[src/rtl/fetch_decode_queue.sv]
// Fetch-to-decode instruction queue: circular buffer of (PC, instruction) pairs
// with valid/ready handshakes on both sides, branch-redirect flush and uncond-branch predecode.
module fetch_decode_queue #(
    parameter int unsigned DEPTH = 4
) (
    input  logic                         clk,
    input  logic                         reset,
    input  logic                         fetch_valid,
    input  logic [63:0]                  fetch_pc,
    input  logic [31:0]                  fetch_instr,
    output logic                         fetch_ready,
    input  logic                         flush,
    output logic                         dec_valid,
    output logic [63:0]                  dec_pc,
    output logic [31:0]                  dec_instr,
    output logic                         dec_uncond_br,
    input  logic                         dec_ready,
    output logic [$clog2(DEPTH+1)-1:0]   count
);

    localparam int unsigned PTR_W = $clog2(DEPTH);
    localparam int unsigned CNT_W = $clog2(DEPTH + 1);
    localparam logic [5:0]  UNCOND_BR_OP = 6'b000101;

    typedef struct packed {
        logic [63:0] pc;
        logic [31:0] instr;
    } entry_t;

    entry_t           mem [DEPTH];
    entry_t           head;
    logic [PTR_W-1:0] rd_ptr;
    logic [PTR_W-1:0] wr_ptr;
    logic             push;
    logic             pop;

    function automatic logic [PTR_W-1:0] next_ptr(input logic [PTR_W-1:0] ptr);
        return (ptr == PTR_W'(DEPTH - 1)) ? '0 : ptr + PTR_W'(1);
    endfunction

    // Handshake flags derive only from registered count, never from fetch_* inputs.
    assign fetch_ready = (count < CNT_W'(DEPTH));
    assign dec_valid   = (count != '0);
    assign push        = fetch_valid & fetch_ready & ~flush;
    assign pop         = dec_valid & dec_ready & ~flush;

    assign head          = dec_valid ? mem[rd_ptr] : '0;
    assign dec_pc        = head.pc;
    assign dec_instr     = head.instr;
    assign dec_uncond_br = dec_valid & (head.instr[31:26] == UNCOND_BR_OP);

    // Pointer and occupancy state; reset and flush both empty the queue.
    always_ff @(posedge clk) begin
        if (reset || flush) begin
            rd_ptr <= '0;
            wr_ptr <= '0;
            count  <= '0;
        end else begin
            if (push) begin
                wr_ptr <= next_ptr(wr_ptr);
            end
            if (pop) begin
                rd_ptr <= next_ptr(rd_ptr);
            end
            case ({push, pop})
                2'b10:   count <= count + CNT_W'(1);
                2'b01:   count <= count - CNT_W'(1);
                default: count <= count;
            endcase
        end
    end

    // Entry storage is never cleared; emptiness is tracked by count alone.
    always_ff @(posedge clk) begin
        if (push && !reset) begin
            mem[wr_ptr] <= '{pc: fetch_pc, instr: fetch_instr};
        end
    end

endmodule

[config.mk]
export PLATFORM = sky130hd
export DESIGN_NAME = fetch_decode_queue
export DESIGN_NICKNAME = d
export VERILOG_FILES = /design/src/rtl/fetch_decode_queue.sv
export SDC_FILE = /design/constraint.sdc
export NUM_CORES = 1
export LEC_CHECK = 0
export BUFFER_PORTS_ARGS = -buffer_cell sky130_fd_sc_hd__buf_2
export CAP_MARGIN = 20
export CELL_PAD_IN_SITES_DETAIL_PLACEMENT = 0
export CELL_PAD_IN_SITES_GLOBAL_PLACEMENT = 2
export CORE_MARGIN = 2
export CORE_UTILIZATION = 25
export CTS_BUF_LIST = sky130_fd_sc_hd__clkbuf_8
export DETAILED_ROUTE_END_ITERATION = 8
export GPL_ROUTABILITY_DRIVEN = 0
export GPL_TIMING_DRIVEN = 0
export PLACE_DENSITY = 0.54
export SYNTH_ARGS = -nofsm -noshare
export SYNTH_HDL_FRONTEND = slang
export SYNTH_SLANG_ARGS = --single-unit
[constraint.sdc]
create_clock -name clk -period 4.6 [get_ports clk]
set_input_delay 0.23 -clock clk [delete_from_list [all_inputs] [get_ports clk]]
set_output_delay 0.23 -clock clk [all_outputs]
set_load 0.005 [all_outputs]
* After elaboration in Yosys (flattened, before gate mapping)
Memories as Yosys holds them, arrays and structs flattened. A register that Yosys moved wholly into a read port is not among the register bits.
Index checks and enable logic that the tools add are counted.
** Cells by class
- Add/sub/neg operators :: 4
- $lt $le $gt $ge :: 1
- Equality and inequality tests :: 5
- Multiplexer cells :: 8
- Bitwise gates (word level) :: 6
- Reduce and logical (&&, ||, !) cells :: 5
** Operators with widths (number)
- 2-to-1 mux 96 bit :: 1
- 2-to-1 mux 2 bit :: 4
- equality test 2 bit (second input constant) :: 3
- equality test 6 x 3 -> 1 bit (second input constant) :: 1
- one-hot mux 3 bit (2 select lines) :: 1
- bitwise AND 1 bit :: 5
- adder 2 x 1 -> 2 bit (second input constant) :: 2
- adder 3 x 1 -> 3 bit (second input constant) :: 1
- < comparator 3 bit (second input constant) :: 1
- nonzero test 3 bit :: 1
- subtractor 3 x 1 -> 3 bit (second input constant) :: 1
- equality test 2 x 1 -> 1 bit (second input constant) :: 1
- 2-to-1 mux 1 bit :: 2
- nonzero test 2 bit :: 1
- logical AND 1 bit :: 1
- logical NOT 1 bit :: 1
- logical OR 1 bit :: 1
- inverter 1 bit :: 1
** Word-level totals
- Flip-flop bits (word level) :: 7
- Memory bits (writable) :: 384
- Input port bits :: 101
- Logic and storage cells :: 33
- Memories :: 1
** Memory list
- mem :: words 4, width 96, read ports 1, clocked after Yosys merged registers in 1, write ports 1, RTL line 30 : entry_t mem [DEPTH];

* Depth between registers and ports, before layout
Gate-level depths: netlist of the first run.
- Word-level depth :: 6
- Mapped depth :: 8

* Worst setup path after synthesis of the first run
No wires, ideal clock.
- Path kind :: reg-to-reg
- Start point :: reg count[2]
- End point :: mem mem[0][0] (netlist bit), enable pin
- Data arrival time :: 3.106 ns
- Required time :: 4.134 ns
- Slack :: 1.028 ns
- Cell stages (with the launch flop) :: 5
- Buffers on the path :: 0
- Clock period less this slack :: 3.572 ns
- Path through :: dfxtp_1 > nor3b_1 > inv_1 > nor2_1 > and2_1
** On the way
- Longest elaborated chain between the ends :: 6
** Ends and longest elaborated chain
- start, declared :: RTL line 18 : output logic [$clog2(DEPTH+1)-1:0] count
- start signal, assigned :: RTL line 66 : 2'b10: count <= count + CNT_W'(1);
- start signal, assigned :: RTL line 67 : 2'b01: count <= count - CNT_W'(1);
- start signal, assigned :: RTL line 68 : default: count <= count;
- < comparator 3 bit :: RTL line 42 : assign fetch_ready = (count < CNT_W'(DEPTH));
- bitwise AND 1 bit (2 in a row) :: RTL line 44 : assign push = fetch_valid & fetch_ready & ~flush;
- logical AND 1 bit :: RTL line 75 : if (push && !reset) begin
- 2-to-1 mux 1 bit :: RTL line 75
- 2-to-1 mux 1 bit (not written as such) :: RTL line 76 : mem[wr_ptr] <= '{pc: fetch_pc, instr: fetch_instr};
- end, declared :: RTL line 30
Every way passes these cells.

* Worst setup path in the final report of the first run
- Start point :: reg count[2]
- End point :: out dec_pc[43]
** On the way
- Longest elaborated chain between the ends :: 2
** Ends and longest elaborated chain
- nonzero test 3 bit :: RTL line 43 : assign dec_valid = (count != '0);
- 2-to-1 mux 96 bit :: RTL line 47 : assign head = dec_valid ? mem[rd_ptr] : '0;
- end, declared :: RTL line 14 : output logic [63:0] dec_pc,
Every way passes these cells.

==> metrics.md, run 1 <==
| Metric | Value |
|---|---|
| Run status | `finished clean` |
| Met3 usage | `0.0416` |
| Main combinational cell family by area after synthesis | `multiplexers` |
| Drt pass-1 iters | `4` |
| Root Buffer | `clkbuf_8` |
| Syn-to-layout area delta | `30.5%` |
| Starting DRT DRC Count | `320` |
| Leakage | `about 6.7 nW` |
| Hold Path Class | `input pin to register` |
| Worst stage delay on the critical path | `0.79 ns` |
| Clock Latency Late Sink | `0.64 ns` |
| Dpl cells | `1650` |
| Area taken by multi-input logic gates | `just over 3000 um^2` |
| Post-Synth Adder-Cell Area | `0.00635` |
| CP max FO | `10` |
| Mux cell area share after synthesis | `0.144` |
| Yosys Warn Count | `0` |
| WP buf/inv | `4` |
| Rows | `89` |
| CP top delay family | `buffers and inverters` |
| Via count | `7804` |
| Max Cap Viol | `0` |
| Most used routing layer | `met2` |
| Distinct cells, synth | `22` |
| Compound-gate portion of the synthesized area | `0.00284` |
| IO buf count | `202` |
| Largest net degree at the start of global routing | `between 40 and 50` |
| Grt met1 use | `0.143` |
| H-tree levels | `3` |
| Initial antenna violation count | `5` |
| Post-synthesis sequential area ratio | `0.782` |
| Crit path launch | `count[2]` |
| Commonest non-fill, non-tap cells in the layout | `384 x edfxtp_1, 213 x buf_2, 99 x dlygate4sd3_1` |
| Endpoints failing setup | `0` |
| Int Pwr | `5.76 mW` |
| Sw Share | `0.220` |
| Min Tclk post-route | `3.57 ns` |
| Clock power share | `0.420` |
| Arrival @ worst endpoint | `3.34 ns` |
| Worst VDD drop | `0.187 mV` |
| Worst-path cell chain | `or3_1 > buf_2 > clkbuf_1 > clkbuf_1 > and2_1 > buf_2` |
| #FFs+latches synth | `393` |
| Max transition margin | `0.341` |
| DRC | `0` |
| First-pass GRT wire length | `54500 um` |
| Final hold violations | `0` |
| Critical path depth in cells | `6` |
| Sequential power share | `0.538` |
| Worst slack, placed | `1.44 ns` |
| Post-route setup TNS | `0 ns` |
| Synth Instances | `666` |
| P_sw | `1.63 mW` |
| Worst Hold Depth | `3` |
| GR Util met2 | `0.198` |
| Vias per cell | `between 4 and 5` |
| CTS tree | `yes` |
| Clock skew | `between 0.02 and 0.025 ns` |
| Min-delay src | `reset` |
| Simple-Gate Fraction of Synth Area | `0.0486` |
| Total Wirelength | `between 30000 and 40000 um` |
| Die height | `between 200 and 250 um` |
| Slew Viols, Final | `0` |
| Most common cell after layout, fill and taps aside | `edfxtp_1` |
| Initial cell density of the core | `0.253` |
| Die W | `249 um` |
| Worst-Margin Slew | `between 0.9 and 1 ns` |
| Detailed Place HPWL | `22200 um` |
| Final ANT Viol Nets | `0` |
| Crit-path slowest cell | `clkbuf_1` |
| Pwr dens | `378 nW/um^2` |
| Fillers | `5750` |
| Logic pwr share | `0.042` |
| DIE AREA | `around 62000 um^2` |
| CTS clk-pin slew, worst paths | `0.05 ns` |
| Core area | `59100 um^2` |
| Ports | `about 200` |
| Crit Path Category | `register to output pin` |
| Required @ worst endpoint | `between 4 and 5 ns` |
| Fin crit share | `0.777` |
| Syn Nets | `just under 800` |
| Gr usage total | `0.119` |
| Number of global-route vias before repair | `8816` |
| Post-synth design cell area | `15000 um^2` |
| CTS buffer count | `74` |
| Worst r2r path cells | `5` |
| Fmax | `0.280 GHz` |
| GR Overflow Total | `0` |
| Largest buffer count on any clock path | `3` |
| Clk sinks | `393` |
| WL/cell | `19.4 um` |
| Setup WS post-layout | `~1.0 ns` |
| Crit. End Element | `output pin` |
| Post-Syn Area per Cell | `22.5 um^2` |
| Non-filler cells, final | `1881` |
| Final nets | `1160` |
| CP startpoint kind | `register` |
| FF-to-FF Start | `count[2]` |
| Register area | `11700 um^2` |
| XOR/XNOR Fraction of Synth Area | `0.00117` |
| RSZ-0062 raised after global routing | `no` |
| Share of cells above drive strength 1 | `0.383` |
==> through the flow <==
stage | hold slack [ns] | cell area [um^2] | total power [mW] | utilization
2_1_floorplan | 0.329 | 15000 | 4.14 | -
3_3_place_gp | 0.445 | 17000 | 4.29 | 0.287
3_5_place_dp | 0.450 | 17200 | 4.30 | 0.291
4_1_cts | 0.0739 | 19500 | 7.55 | 0.330
5_1_grt | 0.0960 | 19500 | 7.72 | 0.330
6_report | 0.158 | 19500 | 7.39 | 0.330
==> registers in the layout, summed over array words and instances (netlist names), named ones only <==
| signal | count |
|---|---|
| count | 3 |
| mem | 384 |
| wr_ptr | 2 |
| rd_ptr | 2 |
==> cell families (layout without fill, tap and decap cells) <==
group           after synthesis  count (layout)
simple gates                119             119
compound gates                8               8
mux                          96              96
fa+ha+maj                     7               7
buf+inv                      41             482
flops                       393             393
xor+xnor                      2               2
other cells                   0               1
==> timing repair <==
action	CTS	global route
buffers inserted	0	0
endpoints found under the hold margin	389	0
gates resized for setup	0	0
endpoints found under the setup margin	0	0
hold buffers	99	0
==> cell type report <==
class                      count  area share
clock buffer                  75      0.0528
multi-input combinational    232       0.156
sequential                   393       0.599
antenna                        1    0.000128
clock inverter                56      0.0154
inverter                       7     0.00134
tap                          773      0.0495
buffer                        34     0.00993
timing repair buffer         310       0.115
==> layer usage <==
metal  up-vias  part of all wire
li1       3497                 -
met1      4027              0.42
met2       205              0.49
met3        71             0.065
met4         4             0.026
met5         -           0.00077
==> tightest hold or removal path, delay by kind of cell <==
| family | cells | cell delay, ns |
|---|---|---|
| buffers and inverters | 1 | 0.09 |
| and+or+nand+nor | 2 | 0.29 |
==> path summary, 6_finish.rpt <==
check | slack [ns] | end
min | 0.16 | mem[2][11]
max | 1.03 | dec_pc[43]
max reg2reg | 2.31 | mem[0][51]
min reg2reg | 0.49 | rd_ptr[1]
==> cells in the mapped netlist, drive strengths merged <==
| cell | n | area (um^2) |
|---|---|---|
| o21ai | 1 | 5.00 |
| nor2 | 5 | 18.8 |
| buf | 18 | 134 |
| xor2 | 2 | 17.5 |
| a21oi | 6 | 30.0 |
| nand3 | 1 | 5.00 |
| mux4 | 96 | 2160 |
| nand4b | 1 | 8.76 |
| o31ai | 1 | 7.51 |
| dfxtp | 9 | 180 |
| edfxtp | 384 | 11500 |
| inv | 7 | 26.3 |
| or2 | 1 | 6.26 |
| or3 | 4 | 25.0 |
| nor3b | 1 | 7.51 |
| clkbuf | 16 | 60.1 |
| ha | 6 | 75.1 |
| nor4 | 1 | 12.5 |
| nand2 | 5 | 18.8 |
| fa | 1 | 20.0 |
| and2 | 100 | 626 |
==> power by group through the flow <==
stage | combinational (mW) | sequential [mW] | clock, mW
6_report | 0.309 | 3.97 | 3.10
5_1_grt | 0.344 | 3.97 | 3.40
4_1_cts | 0.322 | 3.97 | 3.25
3_5_place_dp | 0.250 | 4.05 | 0
3_3_place_gp | 0.239 | 4.05 | 0
2_1_floorplan | 0.0936 | 4.05 | 0
No activity file was read; power rests on OpenSTA's default activity.
==> inputs of run 2 (changes only) <==
Clock period 4.6 ns to 3.64 ns, I/O delays scaled along.
==> run 2 against run 1 <==
Net effect: first-iteration DRC count grew 4.1%; largest power group unchanged; highest routed layer unchanged; critical path type unchanged; combinational power grew 26%; flip-flop and latch count is the same; final area is essentially flat; sequential power grew 26%; non-clock buffer count shrank 1; largest cell class unchanged.
==> metrics.md, run 2 (synthesis gave the netlist of run 1 again) <==
| Metric | Value |
|---|---|
| Largest net degree at the start of global routing | `between 40 and 50` |
| Leakage | `6.75 nW` |
| Root Buffer | `clkbuf_8` |
| Fin crit share | `0.816` |
| Via count | `between 7000 and 8000` |
| Initial antenna violation count | `4` |
| RSZ-0062 raised after global routing | `no` |
| Die W | `249 um` |
| Post-route setup TNS | `0 ns` |
| Initial cell density of the core | `0.253` |
| Clock power share | `0.420` |
| CTS clk-pin slew, worst paths | `0.05 ns` |
| Crit-path slowest cell | `clkbuf_1` |
| H-tree levels | `3` |
| Arrival @ worst endpoint | `2.79 ns` |
| DIE AREA | `about 62000 um^2` |
| Max reg flops | `384` |
| Worst slack, placed | `roughly 0.53 ns` |
| Die height | `249 um` |
| Biggest regs | `mem (384), count (3)` |
| Max transition margin | `0.465` |
| Clock skew | `0.0218 ns` |
| Required @ worst endpoint | `around 3.5 ns` |
| Worst path most repeated cell | `buf_2` |
| CP startpoint kind | `register` |
| Worst-Margin Slew | `0.803 ns` |
| Endpoints failing setup | `0` |
| Area taken by multi-input logic gates | `3060 um^2` |
| Logic pwr share | `0.042` |
| First-pass GRT wire length | `54200 um` |
| Most flops, register | `mem` |
| CTS tree | `yes` |
| Clk sinks | `between 300 and 400` |
| Largest buffer count on any clock path | `3` |
| IO buf count | `202` |
| Syn-to-layout area delta | `30.4%` |
| Register area | `11700 um^2` |
| P_sw | `2.05 mW` |
| GR Overflow Total | `0` |
| Vias per cell | `4.15` |
| CP top delay family | `buffers and inverters` |
| DRC | `0` |
| Final nets | `approximately 1200` |
| Worst VDD drop | `0.236 mV` |
| CTS resizes | `0` |
| Number of global-route vias before repair | `8816` |
| Core area | `around 59000 um^2` |
| Finished Core Util | `0.330` |
| Fillers | `between 5000 and 6000` |
| Most common cell after layout, fill and taps aside | `edfxtp_1` |
| Max Cap Viol | `0` |
| Run status | `finished clean` |
| Gr usage total | `0.118` |
| Sequential power share | `0.538` |
| Ports | `around 200` |
| Total Wirelength | `about 36000 um` |
| WP buf/inv | `4` |
| Worst-path cell chain | `clkbuf_1 > buf_2 > buf_2 > mux4_2 > and2_1 > buf_2` |
| Pwr dens | `about 480 nW/um^2` |
| Share of cells above drive strength 1 | `0.383` |
| Setup WS post-layout | `around 0.67 ns` |
| Slew Viols, Final | `0` |
| WL/cell | `19.3 um` |
| Starting DRT DRC Count | `between 300 and 400` |
| Clock Latency Late Sink | `0.64 ns` |
| Post-CTS setup buffer count | `0` |
| Final hold violations | `0` |
| Rows | `89` |
| Crit Path Category | `register to output pin` |
| Min Tclk post-route | `between 2 and 3 ns` |
| Fmax | `between 0.3 and 0.4 GHz` |
| Hold Path Class | `input pin to register` |
| CTS buffer count | `74` |
| CP max FO | `10` |
| Commonest non-fill, non-tap cells in the layout | `384 x edfxtp_1, 213 x buf_2, 99 x dlygate4sd3_1` |
| Int Pwr | `7.28 mW` |
| Final ANT Viol Nets | `0` |
| Drt pass-1 iters | `4` |
| Crit. End Element | `output pin` |
| Detailed Place HPWL | `22200 um` |
| Worst stage delay on the critical path | `0.40 ns` |
| Sw Share | `0.220` |
-- run 2: cell count changes in the layout (fill, tap and decap cells not counted) --
cell      change
clkbuf_1      -1
-- run 2: power groups by stage --
stage               Sequential, mW  Clock [mW]  Combinational, mW
global placement              5.12           0              0.303
finish                        5.02        3.92              0.389
detailed placement            5.11           0              0.317
floorplan                     5.12           0              0.118
CTS                           5.02        4.11              0.405
global route                  5.02        4.30              0.433
-- run 2: cell type report --
| type | count | area share |
|---|---|---|
| diodes | 1 | 0.000128 |
| plain buffers | 33 | 0.00974 |
| clock buffers | 75 | 0.0528 |
| clock inverters | 56 | 0.0154 |
| inverters | 7 | 0.00135 |
| multi-input cells | 232 | 0.156 |
| flip-flops and latches | 393 | 0.599 |
| well taps | 773 | 0.0495 |
| repair buffers | 310 | 0.115 |
-- run 2: what timing repair did --
item,4_1_cts,5_1_grt
hold endpoints to repair,389,0
setup endpoints to repair,20,0
hold buffers,99,0
-- run 2: through the flow --
stage | cell area (um^2) | hold WS (ns) | instances | power, mW
floorplan | 15000 | 0.281 | 666 | 5.24
detailed placement | 17200 | 0.402 | 1650 | 5.43
global route | 19500 | 0.0480 | 1880 | 9.75
finish | 19500 | 0.111 | 1880 | 9.33
CTS | 19500 | 0.0259 | 1879 | 9.54
global placement | 17000 | 0.397 | 1641 | 5.42
-- run 2: final timing paths --
check / startpoint / cells past startpoint / slack [ns] / endpoint
setup / recovery: register / 6 / 0.67 / dec_pc[52]
hold / removal: reset / 3 / 0.11 / mem[2][11]
setup reg to reg: count[2] / 5 / 1.35 / mem[0][51]
hold reg to reg: rd_ptr[1] / 2 / 0.49 / rd_ptr[1]
-- run 2: worst min-delay path: stages --
cell,delay (ns)
buf_2,0.09
nor2_1,0.08
and2_4,0.21
-- run 2: layer usage --
metal | global-route usage | part of all wire | up-vias
met4 | 0.0416 | 0.026 | 4
met1 | 0.142 | 0.42 | 4035
met3 | 0.0416 | 0.064 | 72
met2 | 0.197 | 0.49 | 202
met5 | 0 | 0.00077 | -
li1 | - | - | 3493
==> inputs of run 3 (changes only) <==
Settings changed: PLACE_DENSITY 0.54 to 0.56.
Clock period 3.64 ns to 2.7 ns, I/O delays scaled along.
==> run 3 against run 2 <==
Net effect: sequential power grew 35%; final area barely moved; critical path depth rose by 1; flip-flop and latch count did not move; register-to-register slack worse by 1.1 ns; die area unchanged.
==> metrics.md, run 3 (synthesis gave the netlist of run 1 again) <==
| Metric | Value |
|---|---|
| Worst stage delay on the critical path | `0.56 ns` |
| Slew Viols, Final | `0` |
| Met2 wire len | `roughly 18000 um` |
| Drt pass-1 iters | `4` |
| Final ANT Viol Nets | `0` |
| Endpoints failing setup | `0` |
| Run status | `finished clean` |
| Biggest regs | `mem (384), count (3)` |
| Starting DRT DRC Count | `275` |
| Final nets | `1162` |
| Crit-path slowest cell | `mux4_2` |
| Total Wirelength | `around 36000 um` |
| Max Cap Viol | `0` |
| Gr usage total | `0.119` |
| Min Tclk post-route | `2.53 ns` |
| Hold Path Class | `input pin to register` |
| Clock skew | `around 0.023 ns` |
| First-pass GRT wire length | `54300 um` |
| Die W | `249 um` |
| Via count | `around 8000` |
| CTS clk-pin slew, worst paths | `about 0.06 ns` |
| Worst-Margin Slew | `0.786 ns` |
| Ports | `203` |
| Die height | `249 um` |
| Largest buffer count on any clock path | `3` |
| RSZ-0062 raised after global routing | `no` |
| Dpl cells | `1647` |
| CTS tree | `yes` |
| DRT met1 WL | `15200 um` |
| GR Overflow Total | `0` |
| Most common cell after layout, fill and taps aside | `edfxtp_1` |
| DRC | `0` |
| DIE AREA | `about 62000 um^2` |
| Worst-path cell chain | `buf_6 > buf_12 > buf_12 > buf_6 > mux4_2 > and2_1 > buf_2` |
| WL/cell | `between 15 and 20 um` |
| Crit Path Category | `register to output pin` |
| Leakage | `6.78 nW` |
| CP top delay family | `buffers and inverters` |
| Initial antenna violation count | `6` |
| Vias per cell | `4.15` |
| Fillers | `5800` |
| Required @ worst endpoint | `2.57 ns` |
| Root Buffer | `clkbuf_8` |
| Final hold violations | `0` |
| Clk sinks | `393` |
| Finished Core Util | `0.331` |
| Worst VDD drop | `between 0.3 and 0.4 mV` |
| Share of cells above drive strength 1 | `0.398` |
| Fin crit share | `0.937` |
| Commonest non-fill, non-tap cells in the layout | `384 x edfxtp_1, 206 x buf_2, 99 x dlygate4sd3_1` |
| Clock Latency Late Sink | `0.63 ns` |
| Max layer used | `met5` |
| WP buf/inv | `5` |
| Fmax | `0.395 GHz` |
| Non-filler cells, final | `1876` |
| Number of global-route vias before repair | `8683` |
| Max reg flops | `384` |
| Most flops, register | `mem` |
| Arrival @ worst endpoint | `2.40 ns` |
| Detailed Place HPWL | `21700 um` |
| Met3 Wirelength | `roughly 2400 um` |
| Pwr dens | `636 nW/um^2` |
| Min Hold Slack | `0.124 ns` |
| Rows | `89` |
| CP startpoint kind | `register` |
| IO buf count | `202` |
| CTS buffer count | `a little over 70` |
| Max transition margin | `0.476` |
| Crit. End Element | `output pin` |
| Initial cell density of the core | `0.253` |
| Core area | `between 50000 and 60000 um^2` |
| CP max FO | `10` |
| Largest net degree at the start of global routing | `50` |
| Syn-to-layout area delta | `30.5%` |
| H-tree levels | `3` |
## run 3: changes by cell type in the layout (fill, tap and decap cells not counted), moves of 3 or more
cell      before  now
clkbuf_1      15    8
inv_1         24   27
clkinv_1      21    9
buf_16         9    6
buf_12         0    3
buf_2        213  206
clkbuf_2       0    4
buf_4          0   13
## run 3: worst paths after layout
check,from,to,slack (ns),cells past startpoint
worst max-delay path,register,dec_pc[61],0.17,7
worst min-delay path,reset,mem[0][8],0.12,3
worst max register to register,count[2],mem[2][70],0.24,5
worst min register to register,rd_ptr[0],register,0.49,2
## run 3: layout make-up
cell class | count | area, um^2 | area share
clock inverters | 45 | 249 | 0.0127
multi-input cells | 234 | 3070 | 0.157
well taps | 773 | 967 | 0.0495
diodes | 2 | 5.00 | 0.000256
clock buffers | 75 | 1030 | 0.0528
flip-flops and latches | 393 | 11700 | 0.599
inverters | 7 | 26.3 | 0.00134
repair buffers | 314 | 2240 | 0.115
plain buffers | 33 | 240 | 0.0123
## run 3: stage by stage
step / total power [mW] / worst slack [ns] / setup TNS (ns) / area (um^2)
3_5_place_dp: 7.32 / -0.105 / -3.39 / 17100
4_1_cts: 12.7 / 0.00167 / 0 / 19500
3_3_place_gp: 7.30 / -1.30 / -475.50 / 17000
6_report: 12.4 / 0.170 / 0 / 19600
2_1_floorplan: 7.05 / 0.195 / 0 / 15000
5_1_grt: 13.0 / 0.00355 / 0 / 19600
## run 3: timing repair
action                     CTS  global route
pin swaps                    2             4
hold endpoints to repair   389             0
resized for setup           20             8
cloned                       2             0
hold buffers                99             0
setup endpoints to repair  183            69
buffers inserted             0             7
## run 3: where the power goes
group / switching, mW / total, mW / internal (mW)
registers: 0.0123 / 6.77 / 6.76
logic: 0.252 / 0.532 / 0.280
clock network: 2.39 / 5.13 / 2.74
## run 3: routing by layer
metal | vias to the layer above | GRT usage
li1 | 3492 | -
met1 | 4013 | 0.142
met2 | 215 | 0.200
met3 | 66 | 0.0387
met4 | 6 | 0.0468
met5 | - | 0
## run 3: worst min-delay path, delay by kind of cell
family | cells | cell delay [ns]
buffers and inverters | 1 | 0.11
AND/OR/NAND/NOR | 2 | 0.30
